**config.mk**
```make
export PLATFORM = sky130hd
export DESIGN_NAME = exe_stage
export DESIGN_NICKNAME = d
export VERILOG_FILES = /design/src/rtl/exe_stage_pkg.sv /design/src/rtl/alu.sv /design/src/rtl/exe_stage_div_iter.sv /design/src/rtl/exe_stage.sv
export SDC_FILE = /design/constraint.sdc
export NUM_CORES = 2
export LEC_CHECK = 0
export CAP_MARGIN = 0
export CELL_PAD_IN_SITES_DETAIL_PLACEMENT = 2
export CELL_PAD_IN_SITES_GLOBAL_PLACEMENT = 2
export CORE_MARGIN = 4
export CORE_UTILIZATION = 37
export DETAILED_ROUTE_END_ITERATION = 10
export PLACE_DENSITY = 0.88
export REMOVE_ABC_BUFFERS = 1
export SYNTH_ARGS = -nofsm -noshare
export SYNTH_HDL_FRONTEND = slang
export SYNTH_SLANG_ARGS = --single-unit
```
**constraint.sdc**
```tcl
create_clock -name clk -period 11.9 [get_ports clk]
set_input_delay 2.38 -clock clk [delete_from_list [all_inputs] [get_ports clk]]
set_output_delay 2.38 -clock clk [all_outputs]
set_load 0.005 [all_outputs]
```
**src/rtl/exe_stage_pkg.sv**
```systemverilog
// Shared types and constants for the execute stage.
// Bus layouts, store/mul-div op bit indices, ALU op indices, divider states.
package exe_stage_pkg;

  localparam int ID_TO_EXE_LEN  = 169;
  localparam int EXE_TO_MEM_LEN = 253;
  localparam int EXE_RF_LEN     = 39;

  localparam int ST_W = 0;
  localparam int ST_H = 1;
  localparam int ST_B = 2;

  localparam int MD_MODWU = 0;
  localparam int MD_DIVWU = 1;
  localparam int MD_MODW  = 2;
  localparam int MD_DIVW  = 3;
  localparam int MD_MULHWU = 4;
  localparam int MD_MULHW = 5;
  localparam int MD_MULW  = 6;

  localparam int ALU_ADD  = 0;
  localparam int ALU_SUB  = 1;
  localparam int ALU_SLT  = 2;
  localparam int ALU_SLTU = 3;
  localparam int ALU_AND  = 4;
  localparam int ALU_NOR  = 5;
  localparam int ALU_OR   = 6;
  localparam int ALU_XOR  = 7;
  localparam int ALU_SLL  = 8;
  localparam int ALU_SRL  = 9;
  localparam int ALU_SRA  = 10;
  localparam int ALU_LUI  = 11;

  // Top 5 bits of the decode bus are reserved padding.
  typedef struct packed {
    logic [4:0]  rsvd;
    logic [31:0] pc;
    logic [31:0] src1;
    logic [31:0] src2;
    logic [11:0] alu_op;
    logic        gr_we;
    logic [4:0]  dest;
    logic        mem_en;
    logic        mem_we;
    logic [4:0]  load_op;
    logic        rfrom_mem;
    logic [2:0]  store_op;
    logic [31:0] rkd;
    logic [6:0]  mul_div_op;
  } id_ex_t;

  typedef struct packed {
    logic [31:0] pc;
    logic        gr_we;
    logic [4:0]  dest;
    logic [31:0] exe_result;
    logic [31:0] data_sum;
    logic        mem_en;
    logic [4:0]  load_op;
    logic        rfrom_mem;
    logic [67:0] add1;
    logic [67:0] add2;
    logic        cin;
    logic [6:0]  mul_div_op;
  } ex_mem_t;

  typedef struct packed {
    logic [4:0]  dest;
    logic        rfrom_mem;
    logic        div_busy;
    logic [31:0] exe_result;
  } ex_rf_t;

  typedef enum logic [1:0] {
    DIV_IDLE,
    DIV_RUN,
    DIV_DONE
  } div_state_e;

endpackage

```
**src/rtl/alu.sv**
```systemverilog
// Single-cycle integer ALU, one-hot alu_op.
// Ports: alu_op, alu_src1, alu_src2 in; alu_result out.
module alu
  import exe_stage_pkg::*;
(
  input  logic [11:0] alu_op,
  input  logic [31:0] alu_src1,
  input  logic [31:0] alu_src2,
  output logic [31:0] alu_result
);

  logic [4:0] sa;
  logic       lt_s;
  logic       lt_u;

  assign sa   = alu_src2[4:0];
  assign lt_s = $signed(alu_src1) < $signed(alu_src2);
  assign lt_u = alu_src1 < alu_src2;

  always_comb begin
    alu_result = '0;
    unique case (1'b1)
      alu_op[ALU_ADD]:  alu_result = alu_src1 + alu_src2;
      alu_op[ALU_SUB]:  alu_result = alu_src1 - alu_src2;
      alu_op[ALU_SLT]:  alu_result = {31'b0, lt_s};
      alu_op[ALU_SLTU]: alu_result = {31'b0, lt_u};
      alu_op[ALU_AND]:  alu_result = alu_src1 & alu_src2;
      alu_op[ALU_NOR]:  alu_result = ~(alu_src1 | alu_src2);
      alu_op[ALU_OR]:   alu_result = alu_src1 | alu_src2;
      alu_op[ALU_XOR]:  alu_result = alu_src1 ^ alu_src2;
      alu_op[ALU_SLL]:  alu_result = alu_src1 << sa;
      alu_op[ALU_SRL]:  alu_result = alu_src1 >> sa;
      alu_op[ALU_SRA]:  alu_result = $signed(alu_src1) >>> sa;
      alu_op[ALU_LUI]:  alu_result = alu_src2;
      default: ;
    endcase
  end

endmodule

```
**src/rtl/exe_stage_div_iter.sv**
```systemverilog
// Iterative restoring 32-bit divider, one quotient bit per cycle.
// Ports: start/ack/is_signed/dividend/divisor in; done/quotient/remainder out.
module exe_stage_div_iter
  import exe_stage_pkg::*;
#(
  parameter int DIV_ITERS = 32
) (
  input  logic        clk,
  input  logic        resetn,
  input  logic        start,
  input  logic        ack,
  input  logic        is_signed,
  input  logic [31:0] dividend,
  input  logic [31:0] divisor,
  output logic        done,
  output logic [31:0] quotient,
  output logic [31:0] remainder
);

  div_state_e  state_q, state_d;
  logic [5:0]  cnt_q, cnt_d;
  logic [31:0] q_q, q_d;
  logic [31:0] r_q, r_d;
  logic [31:0] d_q, d_d;
  logic        negq_q, negq_d;
  logic        negr_q, negr_d;
  logic        dz_q, dz_d;
  logic        done_q, done_d;

  logic [32:0] r_sh;
  logic [32:0] diff;
  logic [31:0] q_step;
  logic [31:0] r_step;

  // q_q starts as |dividend| and shifts out MSB-first into the remainder.
  assign r_sh   = {r_q, q_q[31]};
  assign diff   = r_sh - {1'b0, d_q};
  assign q_step = {q_q[30:0], ~diff[32]};
  assign r_step = diff[32] ? r_sh[31:0] : diff[31:0];

  always_comb begin
    state_d = state_q;
    cnt_d   = cnt_q;
    q_d     = q_q;
    r_d     = r_q;
    d_d     = d_q;
    negq_d  = negq_q;
    negr_d  = negr_q;
    dz_d    = dz_q;
    done_d  = done_q;
    unique case (state_q)
      DIV_IDLE: begin
        if (start) begin
          state_d = DIV_RUN;
          cnt_d   = '0;
          r_d     = '0;
          q_d     = (is_signed & dividend[31]) ?
                    32'd0 - dividend : dividend;
          d_d     = (is_signed & divisor[31]) ?
                    32'd0 - divisor : divisor;
          negq_d  = is_signed & (dividend[31] ^ divisor[31]);
          negr_d  = is_signed & dividend[31];
          dz_d    = divisor == 32'd0;
        end
      end
      DIV_RUN: begin
        q_d   = q_step;
        r_d   = r_step;
        cnt_d = cnt_q + 6'd1;
        if (cnt_q == 6'(DIV_ITERS - 1)) begin
          state_d = DIV_DONE;
          done_d  = 1'b1;
          q_d = dz_q   ? '1 :
                negq_q ? 32'd0 - q_step : q_step;
          r_d = negr_q ? 32'd0 - r_step : r_step;
        end
      end
      DIV_DONE: begin
        if (ack) begin
          state_d = DIV_IDLE;
          done_d  = 1'b0;
        end
      end
      default: state_d = DIV_IDLE;
    endcase
  end

  always_ff @(posedge clk or negedge resetn) begin
    if (!resetn) begin
      state_q <= DIV_IDLE;
      cnt_q   <= '0;
      q_q     <= '0;
      r_q     <= '0;
      d_q     <= '0;
      negq_q  <= 1'b0;
      negr_q  <= 1'b0;
      dz_q    <= 1'b0;
      done_q  <= 1'b0;
    end else begin
      state_q <= state_d;
      cnt_q   <= cnt_d;
      q_q     <= q_d;
      r_q     <= r_d;
      d_q     <= d_d;
      negq_q  <= negq_d;
      negr_q  <= negr_d;
      dz_q    <= dz_d;
      done_q  <= done_d;
    end
  end

  assign done      = done_q;
  assign quotient  = q_q;
  assign remainder = r_q;

endmodule

```
**src/rtl/exe_stage.sv**
```systemverilog
// Execute stage: ALU, SRAM request, multiplier partial sums, divider.
// Ports: decode bus/handshake in; MEM bus, forwarding bus, SRAM request out.
module exe_stage
  import exe_stage_pkg::*;
#(
  parameter int DIV_ITERS = 32
) (
  input  logic                      clk,
  input  logic                      resetn,
  input  logic [ID_TO_EXE_LEN-1:0]  ID_to_EXE_BUS,
  input  logic                      ID_to_EXE_valid,
  input  logic                      MEM_allowin,
  output logic                      EXE_allowin,
  output logic                      EXE_to_MEM_valid,
  output logic [EXE_TO_MEM_LEN-1:0] EXE_to_MEM_BUS,
  output logic [EXE_RF_LEN-1:0]     EXE_RF_BUS,
  output logic                      data_sram_en,
  output logic [3:0]                data_sram_we,
  output logic [31:0]               data_sram_addr,
  output logic [31:0]               data_sram_wdata
);

  id_ex_t      id_q, id_d;
  logic        valid_q, valid_d;
  logic [31:0] alu_result;
  logic        is_div, is_mul, mul_sext;
  logic        div_done, div_signed, ready_go;
  logic [31:0] quo, rem, exe_result;
  logic [33:0] a34, b34;
  logic [67:0] a68, b_lo, b_hi;
  logic [3:0]  st_mask;
  logic [31:0] st_wdata;
  ex_mem_t     mem_bus;
  ex_rf_t      rf_bus;
  logic        unused_rsvd;
  logic [6:0]  md;

  assign md = id_q.mul_div_op;
  assign unused_rsvd = ^id_q.rsvd;

  assign is_div = md[MD_DIVW] | md[MD_MODW]
                | md[MD_DIVWU] | md[MD_MODWU];
  assign is_mul = md[MD_MULW] | md[MD_MULHW] | md[MD_MULHWU];
  assign mul_sext = md[MD_MULW] | md[MD_MULHW];
  assign div_signed = md[MD_DIVW] | md[MD_MODW];

  assign ready_go         = ~is_div | div_done;
  assign EXE_allowin      = ~valid_q | (ready_go & MEM_allowin);
  assign EXE_to_MEM_valid = valid_q & ready_go;

  always_comb begin
    valid_d = valid_q;
    id_d    = id_q;
    if (EXE_allowin) valid_d = ID_to_EXE_valid;
    if (ID_to_EXE_valid & EXE_allowin) id_d = id_ex_t'(ID_to_EXE_BUS);
  end

  always_ff @(posedge clk or negedge resetn) begin
    if (!resetn) begin
      valid_q <= 1'b0;
      id_q    <= '0;
    end else begin
      valid_q <= valid_d;
      id_q    <= id_d;
    end
  end

  alu u_alu (
    .alu_op     (id_q.alu_op),
    .alu_src1   (id_q.src1),
    .alu_src2   (id_q.src2),
    .alu_result (alu_result)
  );

  exe_stage_div_iter #(
    .DIV_ITERS (DIV_ITERS)
  ) u_div_iter (
    .clk       (clk),
    .resetn    (resetn),
    .start     (valid_q & is_div & ~div_done),
    .ack       (EXE_allowin & valid_q),
    .is_signed (div_signed),
    .dividend  (id_q.src1),
    .divisor   (id_q.src2),
    .done      (div_done),
    .quotient  (quo),
    .remainder (rem)
  );

  assign exe_result = ~is_div ? alu_result :
                      (md[MD_DIVW] | md[MD_DIVWU]) ? quo : rem;

  // B splits into signed upper 17 bits and unsigned lower 17 bits.
  assign a34  = {{2{mul_sext & id_q.src1[31]}}, id_q.src1};
  assign b34  = {{2{mul_sext & id_q.src2[31]}}, id_q.src2};
  assign a68  = {{34{a34[33]}}, a34};
  assign b_lo = {51'b0, b34[16:0]};
  assign b_hi = {{51{b34[33]}}, b34[33:17]};

  always_comb begin
    st_mask  = '0;
    st_wdata = id_q.rkd;
    unique case (1'b1)
      id_q.store_op[ST_B]: begin
        st_mask  = 4'b0001 << alu_result[1:0];
        st_wdata = {4{id_q.rkd[7:0]}};
      end
      id_q.store_op[ST_H]: begin
        st_mask  = 4'b0011 << alu_result[1:0];
        st_wdata = {2{id_q.rkd[15:0]}};
      end
      id_q.store_op[ST_W]: st_mask = 4'b1111;
      default: ;
    endcase
  end

  assign data_sram_en    = valid_q & id_q.mem_en;
  assign data_sram_addr  = alu_result;
  assign data_sram_we    = {4{valid_q & id_q.mem_we}} & st_mask;
  assign data_sram_wdata = st_wdata;

  always_comb begin
    mem_bus            = '0;
    mem_bus.pc         = id_q.pc;
    mem_bus.gr_we      = id_q.gr_we;
    mem_bus.dest       = id_q.dest;
    mem_bus.exe_result = exe_result;
    mem_bus.data_sum   = alu_result;
    mem_bus.mem_en     = id_q.mem_en;
    mem_bus.load_op    = id_q.load_op;
    mem_bus.rfrom_mem  = id_q.rfrom_mem;
    mem_bus.add1       = is_mul ? a68 * b_lo : '0;
    mem_bus.add2       = is_mul ? (a68 * b_hi) << 17 : '0;
    mem_bus.cin        = 1'b0;
    mem_bus.mul_div_op = md;
  end

  always_comb begin
    rf_bus            = '0;
    rf_bus.dest       = id_q.dest & {5{id_q.gr_we & valid_q}};
    rf_bus.rfrom_mem  = id_q.rfrom_mem;
    rf_bus.div_busy   = valid_q & is_div & ~div_done;
    rf_bus.exe_result = exe_result;
  end

  assign EXE_to_MEM_BUS = mem_bus;
  assign EXE_RF_BUS     = rf_bus;

endmodule
```
==> results.tsv <==
metric	value	unit
outcome	complete, but fails checks	
violated checks	capacitance limit, slew limit, setup timing	
DR vias	65131	
total die area	179000	µm²
Core Area	172000	µm²
row count	152	
GRT Overall Usage	0.413	
start of the worst register-to-register path	u_div_iter.quotient[31]	
Hold Crit Depth	2	
antenna violations before repair	55	
CTS H-tree depth	2	
Worst R2R Path Depth	21	
Crit path max-delay family	adder cells	
Gate Count Post-Synth	7725	
worst hold start	u_div_iter.d_q[11]	
CP max FO	19	
DR WL/cell	37.2	µm
total negative slack	-0.153	ns
Post-Syn Area	63700	µm²
final WL	382000	µm
worst path cell trace	buf_4, clkinvlp_4, nor2_1, fa_1, inv_1, fa_1, fa_1, fa_1, fa_1, fa_1, inv_1, ha_1, and3_1, nand2_1, or3b_2, o21ai_1, a31oi_1, o31ai_1, a21oi_1, xnor2_1, nor2_1, clkdlybuf4s50_1	
Starting Density	0.372	
Synth top area share	0.326	
Synth area leaders	fa_1 (33%), dfrtp_1 (11%), inv_1 (7.8%)	
CTS Sinks	273	
Critical R2R Capture	u_div_iter.remainder[30]	
Worst Hold Path EP	u_div_iter.d_q[11]	
cell mode on critical path	fa_1	
Worst Setup Slack, final	-0.0650	ns
Top Metal Used	met5	
Post-synth ARST share	1.00	
critical path arrival	9.58	ns
root buffer cell	clkbuf_16	
first-pass GRT wire length	539000	µm
DRC Markers	0	
Slew headroom	-0.287	
GPL Wtd Cong	0.989	
ys flop type	dfrtp_1	
Final Hold Fails	0	
Die Wd	423	µm
WL met1	125000	µm
Post-synth EDFFs	0	
CP Capture Type	output pin	
met2 WL	171000	µm
CTS clk-pin slew, worst paths	0.08	ns
crit path kind	register to output pin	
Yosys top cell by area	fa_1	
Syn Area/Cell	8.25	µm²
slowest CP cell	dfrtp_1	
Congestion Overflow GR	0	
synthesized flop and latch total	273	
first-pass detailed-route iteration total	7	
maximum number of pins on one net before global-route repair	104	
Die Ht	423	µm
Tcrit/Tclk final	1.01	
Slew Limit Fails	5	
top-count cell post-synth	inv_1	
Hold Buf Count CTS	0	
R2R setup slack	4.81	ns
Netlist cell types	98	
Seq/Total Area, Yosys	0.107	
CP Launch Type	register	
FILL cells	19069	
Setup-failing EPs final	3	
port bufs	512	
area grow syn2layout	13.3	%
Worst EP required	9.52	ns
post-DP HPWL	274000	µm
crit path buf inv count	5	
post-route ant nets	0	
top cells by count, synth	inv_1 (1322), nand2_1 (1104), fa_1 (1039), nor2_1 (703), o21ai_0 (395)	
1st-iter DRT viols	7456	
Num CTS Buffers	37	
I/O pins	536	
vias in the first global route	74003	
ratio of cells with drive above 1 in the final layout	0.0722	
Clk Latency, worst-skew pair	0.63	ns
CTS tree	done	
Tmin final	11.96	ns
synth warn	0	
skew final	0.0491	ns
worst slew pin tran	1.91	ns
max-cap violations	2	
WL met3	39900	µm
Achievable Freq	83.6	MHz
Hold Crit Class	register to register	
vias per cell	6.35	
Final Net Count	9467	
slowest stage delay, CP	0.63	ns
Clock Path Buffers	3	
[how the worst max path moves through the flow]
stage	start	end	slack, ns	depth (start not counted)
after floorplan	b34[3]	EXE_to_MEM_BUS[126]	-0.44	24
after global placement	b34[3]	EXE_to_MEM_BUS[138]	0.75	27
after detailed placement	a34[6]	EXE_to_MEM_BUS[72]	0.43	24
after CTS	a34[22]	EXE_to_MEM_BUS[74]	0.007	22
after global routing	a34[20]	EXE_to_MEM_BUS[74]	-0.06	25
final	a34[18]	EXE_to_MEM_BUS[74]	-0.06	22
[worst min-delay path, delay by kind of cell (launching register included)]
family,cells,cell delay [ns]
DFF,1,0.34
and+or+nand+nor,1,0.05
AOI/OAI and AO/OA,1,0.06
[repair_timing]
action / 4_1_cts / 5_1_grt
setup buffers: 2 / 8
pin swaps: 0 / 0
gates cloned: 0 / 0
setup endpoints to repair: 31 / 34
resized for setup: 35 / 38
[logic make-up (layout without fill, tap and decap cells)]
family                     Yosys count  after routing  share of synthesized area
and+or+nand+nor                   2228           2228                      0.146
buffers and inverters             1994           2159                      0.128
adders and majority gates         1412           1412                      0.399
AOI/OAI and AO/OA                 1258           1258                      0.125
xor gates and xnor gates           287            287                     0.0394
DFF                                273            273                      0.107
muxes                              272            272                     0.0545
other                                1             53                  0.0000588
[metrics by stage]
step / cells / setup slack (ns) / cell area [µm²] / hold slack, ns / util
2_1_floorplan: 7093 / -0.436 / 60700 / 0.449 / -
3_3_place_gp: 10142 / 0.754 / 70600 / 0.466 / 0.411
3_5_place_dp: 10142 / 0.435 / 70600 / 0.476 / 0.411
4_1_cts: 10208 / 0.00703 / 71900 / 0.490 / 0.419
5_1_grt: 10226 / -0.0572 / 72200 / 0.525 / 0.421
6_report: 10252 / -0.0650 / 72200 / 0.491 / 0.421
[cell usage in the layout, fill, tap and decap left out, types with 35 or more instances in the layout]
cell and instances:
nor2_1 699, a31oi_1 48, clkbuf_16 38, mux2i_1 110, o31ai_1 38, xor2_1 88
nand2_1 1102, o22ai_1 42, and3_1 36, a21o_1 106, nor3_1 76, nand3_1 74
dfrtp_1 234, diode_2 35, buf_4 222, inv_1 1314, clkdlybuf4s50_1 511, a21oi_1 282
nand2b_1 38, a211oi_1 41, o21ai_0 384, mux2_2 113, xnor2_1 197, fa_1 1038
mux4_2 49, ha_1 373, and2_1 35
[layer usage]
metal,up-vias,GRT usage
met5,-,0
li1,24571,-
met1,33134,0.438
met2,5020,0.650
met4,26,0.378
met3,2380,0.138
[flip-flops by register name, indices dropped and copies added, names as in the netlist, 2 cells and up]
signal,count
u_div_iter.cnt_q,6
md,7
EXE_to_MEM_BUS,44
u_div_iter.state_q,2
u_div_iter.d_q,32
id_q,48
u_div_iter.quotient,32
u_div_iter.remainder,32
b34,32
a34,32
[layout make-up]
class / count / area, µm² / area share
antenna: 35 / 87.6 / 0.00121
clock buffer: 51 / 1060 / 0.0147
clock inverter: 13 / 195 / 0.00270
inverter: 1345 / 5080 / 0.0704
multi-input combinational: 5475 / 49000 / 0.678
sequential: 273 / 6910 / 0.0957
tap: 2310 / 2890 / 0.0400
timing repair buffer: 750 / 7050 / 0.0975
Power is left out: the tool's default activity adds up to more than one toggle a clock period on the data nets, which glitch-free logic cannot reach.
